## config.mk

```make
export PLATFORM = sky130hd
export DESIGN_NAME = dds_sweep_ctrl
export DESIGN_NICKNAME = d
export VERILOG_FILES = /design/src/rtl/dds_sweep_ctrl.sv
export SDC_FILE = /design/constraint.sdc
export NUM_CORES = 1
export LEC_CHECK = 0
export ABC_AREA = 1
export CAP_MARGIN = 30
export CORE_MARGIN = 1.5
export CORE_UTILIZATION = 48
export CTS_CLUSTER_SIZE = 30
export DETAILED_ROUTE_END_ITERATION = 16
export GPL_TIMING_DRIVEN = 1
export PLACE_DENSITY = 0.72
export SLEW_MARGIN = 20
export SYNTH_ARGS = -nofsm -noshare
export SYNTH_HDL_FRONTEND = slang
export SYNTH_SLANG_ARGS = --single-unit
```

## constraint.sdc

```tcl
create_clock -name clk -period 3.6 [get_ports clk]
set_input_delay 0.36 -clock clk [delete_from_list [all_inputs] [get_ports clk]]
set_output_delay 0.36 -clock clk [all_outputs]
set_load 0.01 [all_outputs]
```

## src/rtl/dds_sweep_ctrl.sv

```systemverilog
// DDS sweep controller: optionally streams a waveform into the DDS RAM, then
// steps the frequency word from start to stop, holding each value for dwell+1 clocks.
module dds_sweep_ctrl #(
    parameter int WIDTH   = 10,
    parameter int MAX_AMP = 8,
    parameter int DWELL_W = 16
) (
    input  logic                 clk,
    input  logic                 res_n,
    input  logic                 start,
    input  logic                 load_en,
    input  logic [WIDTH/2-1:0]   start_freq,
    input  logic [WIDTH/2-1:0]   stop_freq,
    input  logic [WIDTH/2-1:0]   step_freq,
    input  logic [DWELL_W-1:0]   dwell,
    input  logic [MAX_AMP-1:0]   amp_in,
    input  logic                 abort,
    input  logic                 smp_valid,
    input  logic [MAX_AMP-1:0]   smp_data,
    output logic                 smp_ready,
    output logic                 RAM_WR,
    output logic [WIDTH-1:0]     RAM_address,
    output logic [MAX_AMP-1:0]   RAM_input,
    output logic [WIDTH/2-1:0]   freq_cntrl,
    output logic [MAX_AMP-1:0]   AMP,
    output logic                 busy,
    output logic                 done
);

    localparam int FW = WIDTH / 2;

    typedef enum logic [1:0] {IDLE, LOAD, SWEEP, DONE} state_t;

    state_t state, state_next;

    logic [FW-1:0]      cfg_start, cfg_stop, cfg_step;
    logic [DWELL_W-1:0] cfg_dwell, dwell_cnt;
    logic [MAX_AMP-1:0] cfg_amp;
    logic [WIDTH-1:0]   wr_idx;
    logic               accept, last_sample, dwell_end, sweep_stop, start_ok;
    logic [FW:0]        freq_sum;

    assign smp_ready   = (state == LOAD);
    assign accept      = smp_valid && smp_ready;
    assign last_sample = (wr_idx == {WIDTH{1'b1}});
    assign dwell_end   = (dwell_cnt == '0);
    assign start_ok    = start && !abort;

    // One extra bit catches a step that would wrap the frequency word.
    assign freq_sum   = {1'b0, freq_cntrl} + {1'b0, cfg_step};
    assign sweep_stop = (cfg_step == '0) || freq_sum[FW] || (freq_sum[FW-1:0] > cfg_stop);

    always_ff @(posedge clk or negedge res_n) begin
        if (!res_n) begin
            state <= IDLE;
        end else begin
            state <= state_next;
        end
    end

    always_comb begin
        state_next = state;
        case (state)
            IDLE: begin
                if (start_ok) begin
                    state_next = load_en ? LOAD : SWEEP;
                end
            end
            LOAD: begin
                if (abort) begin
                    state_next = IDLE;
                end else if (accept && last_sample) begin
                    state_next = SWEEP;
                end
            end
            SWEEP: begin
                if (abort) begin
                    state_next = IDLE;
                end else if (dwell_end && sweep_stop) begin
                    state_next = DONE;
                end
            end
            DONE: begin
                state_next = IDLE;
            end
            default: begin
                state_next = IDLE;
            end
        endcase
    end

    always_ff @(posedge clk or negedge res_n) begin
        if (!res_n) begin
            cfg_start   <= '0;
            cfg_stop    <= '0;
            cfg_step    <= '0;
            cfg_dwell   <= '0;
            cfg_amp     <= '0;
            dwell_cnt   <= '0;
            wr_idx      <= '0;
            RAM_WR      <= 1'b0;
            RAM_address <= '0;
            RAM_input   <= '0;
            freq_cntrl  <= '0;
            AMP         <= '0;
            busy        <= 1'b0;
            done        <= 1'b0;
        end else begin
            RAM_WR <= 1'b0;
            busy   <= (state_next == LOAD) || (state_next == SWEEP);
            done   <= (state_next == DONE);
            case (state)
                IDLE: begin
                    if (start_ok) begin
                        cfg_start <= start_freq;
                        cfg_stop  <= stop_freq;
                        cfg_step  <= step_freq;
                        cfg_dwell <= dwell;
                        cfg_amp   <= amp_in;
                        wr_idx    <= '0;
                        if (!load_en) begin
                            freq_cntrl <= start_freq;
                            AMP        <= amp_in;
                            dwell_cnt  <= dwell;
                        end
                    end
                end
                LOAD: begin
                    // An abort wins over a sample accepted in the same cycle.
                    if (!abort && accept) begin
                        RAM_WR      <= 1'b1;
                        RAM_address <= wr_idx;
                        RAM_input   <= smp_data;
                        wr_idx      <= wr_idx + 1'b1;
                        if (last_sample) begin
                            freq_cntrl <= cfg_start;
                            AMP        <= cfg_amp;
                            dwell_cnt  <= cfg_dwell;
                        end
                    end
                end
                SWEEP: begin
                    if (abort) begin
                        freq_cntrl <= '0;
                        AMP        <= '0;
                    end else if (dwell_end) begin
                        if (!sweep_stop) begin
                            freq_cntrl <= freq_sum[FW-1:0];
                            dwell_cnt  <= cfg_dwell;
                        end
                    end else begin
                        dwell_cnt <= dwell_cnt - 1'b1;
                    end
                end
                DONE: begin
                    freq_cntrl <= '0;
                    AMP        <= '0;
                end
                default: begin
                    freq_cntrl <= '0;
                    AMP        <= '0;
                end
            endcase
        end
    end

endmodule
```

### After elaboration in Yosys (flattened, before gate mapping)

Index checks and enable logic that the tools add are counted.
Widths: inputs -> output; s select.

| word-level totals | value |
|---|---|
| flip-flop bits (word level) | 101 |
| output and inout bits | 35 |
| word-level logic and storage cells | 89 |
| bits of input ports | 53 |

| cells by class | value |
|---|---|
| equality and inequality tests | 16 |
| add/sub/neg operators | 3 |
| reductions and logical operators | 20 |
| mux-type cells | 34 |
| order comparisons | 1 |

Operators by type and width:

| cell | number |
|---|---|
| $mux 16 | 7 |
| $pmux 16 s3 | 1 |
| $mux 8 | 5 |
| $mux 5 | 7 |
| $pmux 8 s4 | 1 |
| $mux 10 | 2 |
| $pmux 10 s2 | 1 |
| $pmux 5 s4 | 1 |
| $logic_not 16->1 | 1 |
| $sub 16x1->16 const B | 1 |
| $mux 2 | 6 |
| $add 10x1->10 const B | 1 |
| $eq 10x10->1 const B | 1 |
| $ne 3x3->1 const B | 3 |
| $eq 2x2->1 const B | 4 |
| $ne 2x2->1 const B | 4 |
| $pmux 2 s4 | 1 |
| $reduce_and 7->1 | 1 |
| $add 5x5->6 | 1 |
| $reduce_and 6->1 | 1 |
| $gt 5x5->1 | 1 |
| $logic_and 1x1->1 | 5 |
| $logic_not 5->1 | 1 |
| $reduce_and 5->1 | 1 |
| 10 further kinds | 16 |

### Depth between registers and ports, before layout

Gate-level depths: netlist of the first run.

| depth | value |
|---|---|
| depth in word-level cells | 9 |
| depth in mapped cells | 19 |
| mapped depth without buffers | 18 |

### Worst setup path before layout of the first run

OpenSTA, ideal clock, no wires.

| timing path | value |
|---|---|
| kind | flip-flop to flip-flop |
| start | register freq_cntrl[0] |
| end | register busy |
| period minus slack after synthesis | 2.690 ns |
| buffers on the path | 0 |
| arrival | 2.564 ns |
| required time | 3.474 ns |
| library setup time | 0.126 ns |
| cell stages (with the launch flop) | 18 |
| setup slack | 0.910 ns |
| cells stage by stage | dfrtp_1 > ha_1 > fa_1 > nand3_1 > nand2_1 > xor2_1 > ha_1 > nand2_1 > nor2_1 > nand2_1 > nand3_1 > nand2_1 > nand2_1 > nand3_1 > nand3_1 > nand2_1 > o21ai_0 > ha_1 |

| between the ends | value |
|---|---|
| cells in the longest elaborated chain, start to end | 9 |
| elaborated cells on any way between the ends | 11 |
| those cells by class | add/sub: 1; order compare: 1; eq/ne: 2; mux: 3; reduce/logical: 4 |

RTL lines:

| item | line | RTL |
|---|---|---|
| from (decl) | 24 | `output logic [WIDTH/2-1:0] freq_cntrl,` |
| from (signal assigned) | 122 | `freq_cntrl <= start_freq;` |
| from (signal assigned) | 136 | `freq_cntrl <= cfg_start;` |
| from (signal assigned) | 148 | `freq_cntrl <= freq_sum[FW-1:0];` |
| $add 5x5->6 * | 50 | `assign freq_sum = {1'b0, freq_cntrl} + {1'b0, cfg_step};` |
| $gt 5x5->1 / $logic_or 1x1->1 (equally long branches) | 51 | `assign sweep_stop = (cfg_step == '0) \|\| freq_sum[FW] \|\| (freq_sum[FW-1:0] > cfg_stop);` |
| $logic_or 1x1->1 * | 51 |  |
| $logic_and 1x1->1 * | 79 | `end else if (dwell_end && sweep_stop) begin` |
| $mux 2 * | 79 |  |
| $mux 2 * | 77 | `if (abort) begin` |
| $pmux 2 s4 * | 63 | `case (state)` |
| $eq 2x1->1 / $eq 2x2->1 (equally long branches) | 110 | `busy <= (state_next == LOAD) \|\| (state_next == SWEEP);` |
| $logic_or 1x1->1 * | 110 |  |
| to (signal assigned) | 110 |  |
| to (decl) | 26 | `output logic busy,` |

Mark *: on every way between the ends. The rest lies on a longest branch, timed or not.
A chain may end at the register's enable or synchronous reset.

### Worst setup path after layout of the first run

| timing path | value |
|---|---|
| start | register freq_cntrl[0] |
| end | register dwell_cnt[5] |

| between the ends | value |
|---|---|
| cells in the longest elaborated chain, start to end | 5 |
| elaborated cells on any way between the ends | 6 |
| those cells by class | add/sub: 1; order compare: 1; eq/ne: 1; reduce/logical: 3 |

RTL lines:

| item | line | RTL |
|---|---|---|
| $add 5x5->6 * | 50 |  |
| $gt 5x5->1 / $logic_or 1x1->1 (equally long branches) | 51 |  |
| $logic_or 1x1->1 * | 51 |  |
| $ne 3x3->1 (no line) * | - |  |
| $reduce_and 7->1 (no line) * | - |  |
| to (signal assigned) | 124 | `dwell_cnt <= dwell;` |
| to (signal assigned) | 138 | `dwell_cnt <= cfg_dwell;` |
| to (signal assigned) | 149 | `dwell_cnt <= cfg_dwell;` |
| to (decl) | 37 | `logic [DWELL_W-1:0] cfg_dwell, dwell_cnt;` |

Marked as above.

==> impl_metrics.csv, run 1 <==
group,metric,value,unit
status,violations,"design-rule violations",
global_route,grt_pass1_wl,24000,microns
die,die_h,113,microns
power_and_ir_drop,p_per_area,848,nW/um^2
placed_design,finalWeightedCongestion,0.892,
synth,synthMuxAreaShare,0,%
final_layout,antennaDiodeCount,0,
power_and_ir_drop,vdd_drop_max,0.495,mV
final_layout,layout_common_cells,"nand2_1, dfrtp_1, clkdlybuf4s50_1",
clock_network,hold_buffers,0,
setup_path,end_kind,"flop",
placed_design,placedCellCount,1001,
synth,synthAdderAreaFrac,4.48,%
synth,syn_area,5760,sq um
synth,synth_compound_area_share,10.3,%
status,status,"finished with violations",
setup_path,critPathKind,"flop to flop",
setup_path,start_kind,"flop",
setup_path,cp_data_arrival_time,3.23,ns
global_route,antenna_found_initial,0,
clock_network,path_clk_slew,0.07,ns
synth,ys_warn_count,0,
global_route,grt_pass1_vias,5211,
synth,synth_top_family_by_area,"simple AND/OR/NAND/NOR gates",
synth,synth_simple_gate_area_share,32.4,%
sta,rsz0062_at_grt,"false",
global_route,overflow,0,
clock_network,clk_latency,0.35,ns
synth,synth.avg_cell_area,7.27,sq um
final_layout,multi_input_area,2760,sq um
placed_design,hpwl,10200,microns
detailed_routing,viasPerCell,5.24,
synth,synth_cells,792,
detailed_routing,drt_wl_total,14300,microns
synth,yosysUniqueCellTypes,36,
global_route,gr-usage-all-layers,23.8,%
die,start_util,49.8,%
sta,setup_tns,0,ns
synth,synthXorXnorAreaFrac,0.761,%
final_layout,nets,942,
synth,yosys-top-cells-area,"dfrtp_1, nand2_1, nand3_1, inv_1, o21ai_0",
die,die_w,113,microns
setup_path,critPathMaxFanout,14,
clock_network,cts_tree,"done",
setup_path,worst_ep_required_time,3.84,ns
clock_network,cts-resized-gates,0,
final_layout,drive_gt1_share,5.95,%
run,drv_cap,0,
detailed_routing,drc,1,
clock_network,cts.path.max_buffers,2,
detailed_routing,initialDrtViolationCount,304,
sta,finalCritPeriodShare,83.0,%
sta,fin_ws,0.611,ns
sta,slew_headroom,42.3,%
clock_network,root_buffer,"clkbuf_16",
sta,whs,0.118,ns
placed_design,post-place-ws,0.641,ns
power_and_ir_drop,leakagePower,3.48,nW
worst_hold_path,holdCritPathClass,"input port to async pin",
clock_network,cts_setup_buffers,0,
detailed_routing,wl_per_cell,14.1,microns
final_layout,area_delta_synth_final,22.0,%
clock_network,htreeDepth,3,
global_route,grt_max_degree,70,
final_layout,nFillCells,1043,
detailed_routing,num_vias,5334,
placed_design,port_buffers,87,
synth,ys_ff_latch,101,
final_layout,stdcell_count,1017,
synth,synth_edf_count,0,
die,coreArea,11600,sq um
sta,report.final.slew_viol_count,0,
sta,finClkSkew,0.00512,ns
synth,synth_top_area_share,43.9,%
die,io_pins,88,
sta,fmax,0.335,GHz
synth,synthArstFlopShare,100,%
sta,period_minus_slack,2.99,ns
die,row_count,39,
sta,worstMarginPinSlew,0.866,ns
clock_network,numCtsBuffers,9,
final_layout,register_area,2530,sq um
synth,yosysTopAreaCell,"dfrtp_1",
detailed_routing,ant_nets,0,
sta,hold_violations,0,
final_layout,post-route-util,60.7,%
die,die_area,12700,sq um
sta,setup_violations,0,
synth,syn_nets,865,
final_layout,layout_commonest_cell,"nand2_1",
clock_network,clock-sinks,101,
detailed_routing,dr.pass1.iters,11,
synth,synth-seq-area-share,43.9,%
synth,synth-main-ff-cell,"dfrtp_1",
-- cells by family after synthesis --
| logic type | Yosys count |
|---|---|
| AOI/OAI and AO/OA | 114 |
| and+or+nand+nor | 436 |
| xor gates and xnor gates | 5 |
| adders and majority gates | 20 |
| DFF | 101 |
| buffers and inverters | 116 |
-- path summary, 6_finish.rpt --
path | from | endpoint | slack, ns | depth (start not counted)
worst max-delay path | freq_cntrl[0]$_DFFE_PN0P_ | dwell_cnt[5]$_DFFE_PN0P_ | 0.61 | 16
worst min-delay path | res_n | AMP[7]$_DFFE_PN0P_ | 0.12 | 1
worst max register to register | freq_cntrl[0]$_DFFE_PN0P_ | dwell_cnt[5]$_DFFE_PN0P_ | 0.61 | 16
worst min register to register | RAM_address[5]$_DFFE_PN0P_ | RAM_address[5]$_DFFE_PN0P_ | 0.48 | 2
max in group asynchronous | res_n | cfg_dwell[12]$_DFFE_PN0P_ | 2.69 | 2
min in group clk | RAM_address[5]$_DFFE_PN0P_ | RAM_address[5]$_DFFE_PN0P_ | 0.48 | 2
-- through the flow --
step / area, sq um / total power [mW]
global placement: 6720 / 4.83
detailed placement: 6720 / 4.95
finish: 7020 / 5.96
CTS: 7020 / 5.99
floorplan: 5760 / 4.01
global route: 7020 / 6.47
-- critical path, cell delays in order (launching register included) --
cell and delay (ns):
dfrtp_1 0.40, ha_1 0.25, fa_1 0.43, nand3_1 0.11, nand2_1 0.07, xor2_1 0.16, ha_1 0.32, nand2_1 0.07
nor2_1 0.15, nand2_1 0.07, nand2_1 0.10, nand2_1 0.08, nand3_1 0.09, nand3_2 0.19, buf_4 0.26, nand2_1 0.06
o21ai_1 0.06
-- metal layers --
layer | vias to the layer above | GRT usage [%] | wire, microns
li1 | 2660 | - | -
met1 | 2513 | 29.5 | 6230
met2 | 136 | 40.0 | 6980
met3 | 25 | 4.86 | 732
met4 | 0 | 11.3 | 373
met5 | - | 0 | 0
-- cells in the mapped netlist, types with 2 or more instances --
cell type and count:
a21oi_1 37, buf_1 2, buf_2 3, buf_6 3
clkbuf_1 19, dfrtp_1 101, ha_1 19, inv_1 83
inv_2 3, nand2_1 285, nand2_2 8, nand3_1 65
nand3_2 2, nand3b_1 2, nand4_1 4, nor2_1 46
nor2_2 8, nor2_4 5, nor3_1 6, o211ai_1 5
o21ai_0 60, o21ai_1 7, o22ai_1 3, xor2_1 4
-- report_power, final --
group / total [mW] / internal, mW / switching, mW
Clock: 0.998 / 0.564 / 0.434
Sequential: 1.94 / 1.59 / 0.346
Combinational: 3.02 / 1.14 / 1.88
Total: 5.96 / 3.30 / 2.66
-- area by class of cell --
cell class                 count  area share, %
clock inverter                 4          0.802
clock buffer                  12           3.51
timing repair buffer          94           13.1
multi-input combinational    575           39.3
sequential                   101           36.0
tap                          143           2.55
inverter                      88           4.72
-- registers in the layout, indices dropped and copies added, names as in the netlist, 2 cells and up --
| register | count |
|---|---|
| RAM_input | 8 |
| cfg_start | 5 |
| cfg_dwell | 16 |
| wr_idx | 10 |
| RAM_address | 10 |
| cfg_step | 5 |
| AMP | 8 |
| cfg_amp | 8 |
| state | 2 |
| freq_cntrl | 5 |
| dwell_cnt | 16 |
| cfg_stop | 5 |
No activity file was read; power rests on OpenSTA's default activity.
==> inputs of run 2 (changes only) <==
- clock period: 3.6 -> 3.1 ns (I/O delays scaled with it)
==> run 2 against run 1 <==
  * The run now ends clean
  * Flip-flop and latch count unchanged
  * Clock power up 9%
  * Critical path depth up 1
  * Highest routed layer unchanged
  * Power up 16%
  * Hold slack better by 0.36 ns
  * Wire length down 1.2%
  * Core utilization up 0.62 points
  * Sequential power up 17%
  * Global-route usage up 0.17 points
  * Combinational power up 18%
  * Non-clock buffer count up 7
==> impl_metrics.csv, run 2 (same netlist as run 1, synthesis figures left out) <==
group,metric,value,unit
die,row_count,39,
clock_network,clock-sinks,101,
die,start_util,49.8,%
detailed_routing,drt_wl_total,14100,microns
detailed_routing,dr.pass1.iters,7,
worst_hold_path,hold_depth,2,
clock_network,cts.path.max_buffers,2,
setup_path,crit_path_end,"busy$_DFF_PN0_",
sta,setup_tns,0,ns
global_route,grt_pass1_vias,5444,
clock_network,clk_latency,0.35,ns
clock_network,numCtsBuffers,9,
sta,rsz0062_at_grt,"false",
final_layout,antennaDiodeCount,0,
global_route,overflow,0,
setup_path,crit-reg2reg-launch,"freq_cntrl[0]$_DFFE_PN0P_",
sta,report.final.slew_viol_count,0,
global_route,gr-usage-all-layers,24.0,%
die,io_pins,88,
placed_design,port_buffers,87,
setup_path,end_kind,"flop",
sta,hold_violations,0,
placed_design,hpwl,10200,microns
sta,finClkSkew,0.00715,ns
clock_network,root_buffer,"clkbuf_16",
final_layout,area_delta_synth_final,23.3,%
sta,setup_violations,0,
final_layout,drive_gt1_share,7.04,%
setup_path,start_kind,"flop",
setup_path,critPathMaxFanout,3,
setup_path,crit_top_cell,"nand2_1",
status,status,"finished, final reports clean",
power_and_ir_drop,vdd_drop_max,0.656,mV
sta,period_minus_slack,2.81,ns
die,die_area,12700,sq um
detailed_routing,ant_nets,0,
setup_path,worst_ep_required_time,3.34,ns
setup_path,rr_endpoint,"busy$_DFF_PN0_",
power_and_ir_drop,leakagePower,3.50,nW
placed_design,finalWeightedCongestion,0.912,
final_layout,nets,949,
setup_path,cp_cell_sequence,"ha_2 -> fa_2 -> nand3_1 -> nand2_1 -> xor2_1 -> ha_1 -> nand2_1 -> nor2_1 -> nand2_1 -> nand3_1 -> nand2_1 -> nand2_1 -> nand3_1 -> nand3_1 -> nand2_1 -> o21ai_1 -> ha_1",
setup_path,reg2regPathDepth,17,
clock_network,path_clk_slew,0.07,ns
die,die_h,113,microns
power_and_ir_drop,p_per_area,974,nW/um^2
detailed_routing,wl_per_cell,13.8,microns
die,coreArea,11600,sq um
setup_path,critPathKind,"flop to flop",
die,die_w,113,microns
setup_path,crit_path_start,"freq_cntrl[0]$_DFFE_PN0P_",
sta,fmax,0.356,GHz
setup_path,cp_data_arrival_time,3.04,ns
global_route,antenna_found_initial,0,
setup_path,crit_cells,17,
setup_path,path_delay_family,"adder cells",
clock_network,htreeDepth,3,
setup_path,worst-path-buf-inv,0,
sta,slew_headroom,48.1,%
detailed_routing,drc,0,
worst_hold_path,holdCritPathClass,"flop to flop",
final_layout,top_regs,"cfg_dwell (16), dwell_cnt (16)",
detailed_routing,viasPerCell,5.20,
final_layout,post-route-util,61.3,%
setup_path,crit_path_top_delay_cell,"dfrtp_1",
global_route,grt_max_degree,59,
sta,worstMarginPinSlew,0.778,ns
detailed_routing,initialDrtViolationCount,332,
setup_path,r2r_slack,0.29,ns
setup_path,crit_path_max_incr_delay,0.40,ns
run,drv_cap,0,
global_route,grt_pass1_wl,24700,microns
sta,finalCritPeriodShare,90.5,%
clock_network,cts_tree,"done",
final_layout,layout_common_cells,"nand2_1, dfrtp_1, clkdlybuf4s50_1",
final_layout,layout_commonest_cell,"nand2_1",
detailed_routing,num_vias,5326,
-- run 2: worst min path at each step --
stage / from / to / slack [ns]
after global routing: RAM_address[5]$_DFFE_PN0P_ / RAM_address[5]$_DFFE_PN0P_ / 0.49
after detailed placement: res_n / AMP[0]$_DFFE_PN0P_ / 0.35
final: RAM_address[8]$_DFFE_PN0P_ / RAM_address[8]$_DFFE_PN0P_ / 0.48
after global placement: res_n / AMP[1]$_DFFE_PN0P_ / 0.34
after CTS: AMP[7]$_DFFE_PN0P_ / AMP[7]$_DFFE_PN0P_ / 0.48
after floorplan: res_n / AMP[0]$_DFFE_PN0P_ / 0.01
-- run 2: layer usage --
metal	wire length, microns	GRT usage (%)	up-vias
met3	708	5.94	14
met5	0	0	-
met4	205	6.24	0
li1	-	-	2678
met2	6940	41.6	124
met1	6290	30.1	2510
-- run 2: cell type report --
| cell class | count | area [sq um] |
|---|---|---|
| Inverter | 88 | 332 |
| Clock buffer | 12 | 256 |
| Clock inverter | 4 | 32.5 |
| Multi-Input combinational cell | 575 | 2780 |
| Sequential cell | 101 | 2530 |
| Tap cell | 143 | 179 |
| Fill cell | 1047 | 4470 |
| Timing Repair Buffer | 101 | 988 |
-- run 2: power by group --
group	internal (mW)	leakage (nW)	switching (mW)	total, mW
sequential	1.85	1.29	0.415	2.27
clock	0.592	0.135	0.500	1.09
combinational	1.40	2.08	2.16	3.55
-- run 2: per-stage QoR --
step                      power [mW]  cell area [sq um]  std cells  hold WS [ns]  setup slack (ns)
after floorplan                 4.65               5760        792        0.0144             0.410
after global placement          5.67               6780       1007         0.342             0.303
after detailed placement        5.80               6780       1007         0.355             0.210
after CTS                       6.93               7080       1024         0.480             0.157
after global routing            7.57               7090       1024         0.495            0.0265
final                           6.91               7090       1024         0.478             0.294
-- run 2: worst reg2reg max path, stage by stage, from the launching register on --
cell,delay (ns)
dfrtp_1,0.40
ha_2,0.22
fa_2,0.37
nand3_1,0.08
nand2_1,0.06
xor2_1,0.16
ha_1,0.31
nand2_1,0.08
nor2_1,0.13
nand2_1,0.06
nand3_1,0.06
nand2_1,0.07
nand2_1,0.09
nand3_1,0.09
nand3_1,0.09
nand2_1,0.06
o21ai_1,0.12
ha_1,0.24
-- run 2: repair_timing --
item,CTS,global route
resized for setup,0,4
buffers inserted,0,0
hold buffers,1,0
endpoints found under the hold margin,43,0
endpoints found under the setup margin,0,16
==> inputs of run 3 (changes only) <==
- CAP_MARGIN: 30 -> 40
==> results of run 3 <==
Final layout, timing and power as in run 2 (identical DEF).
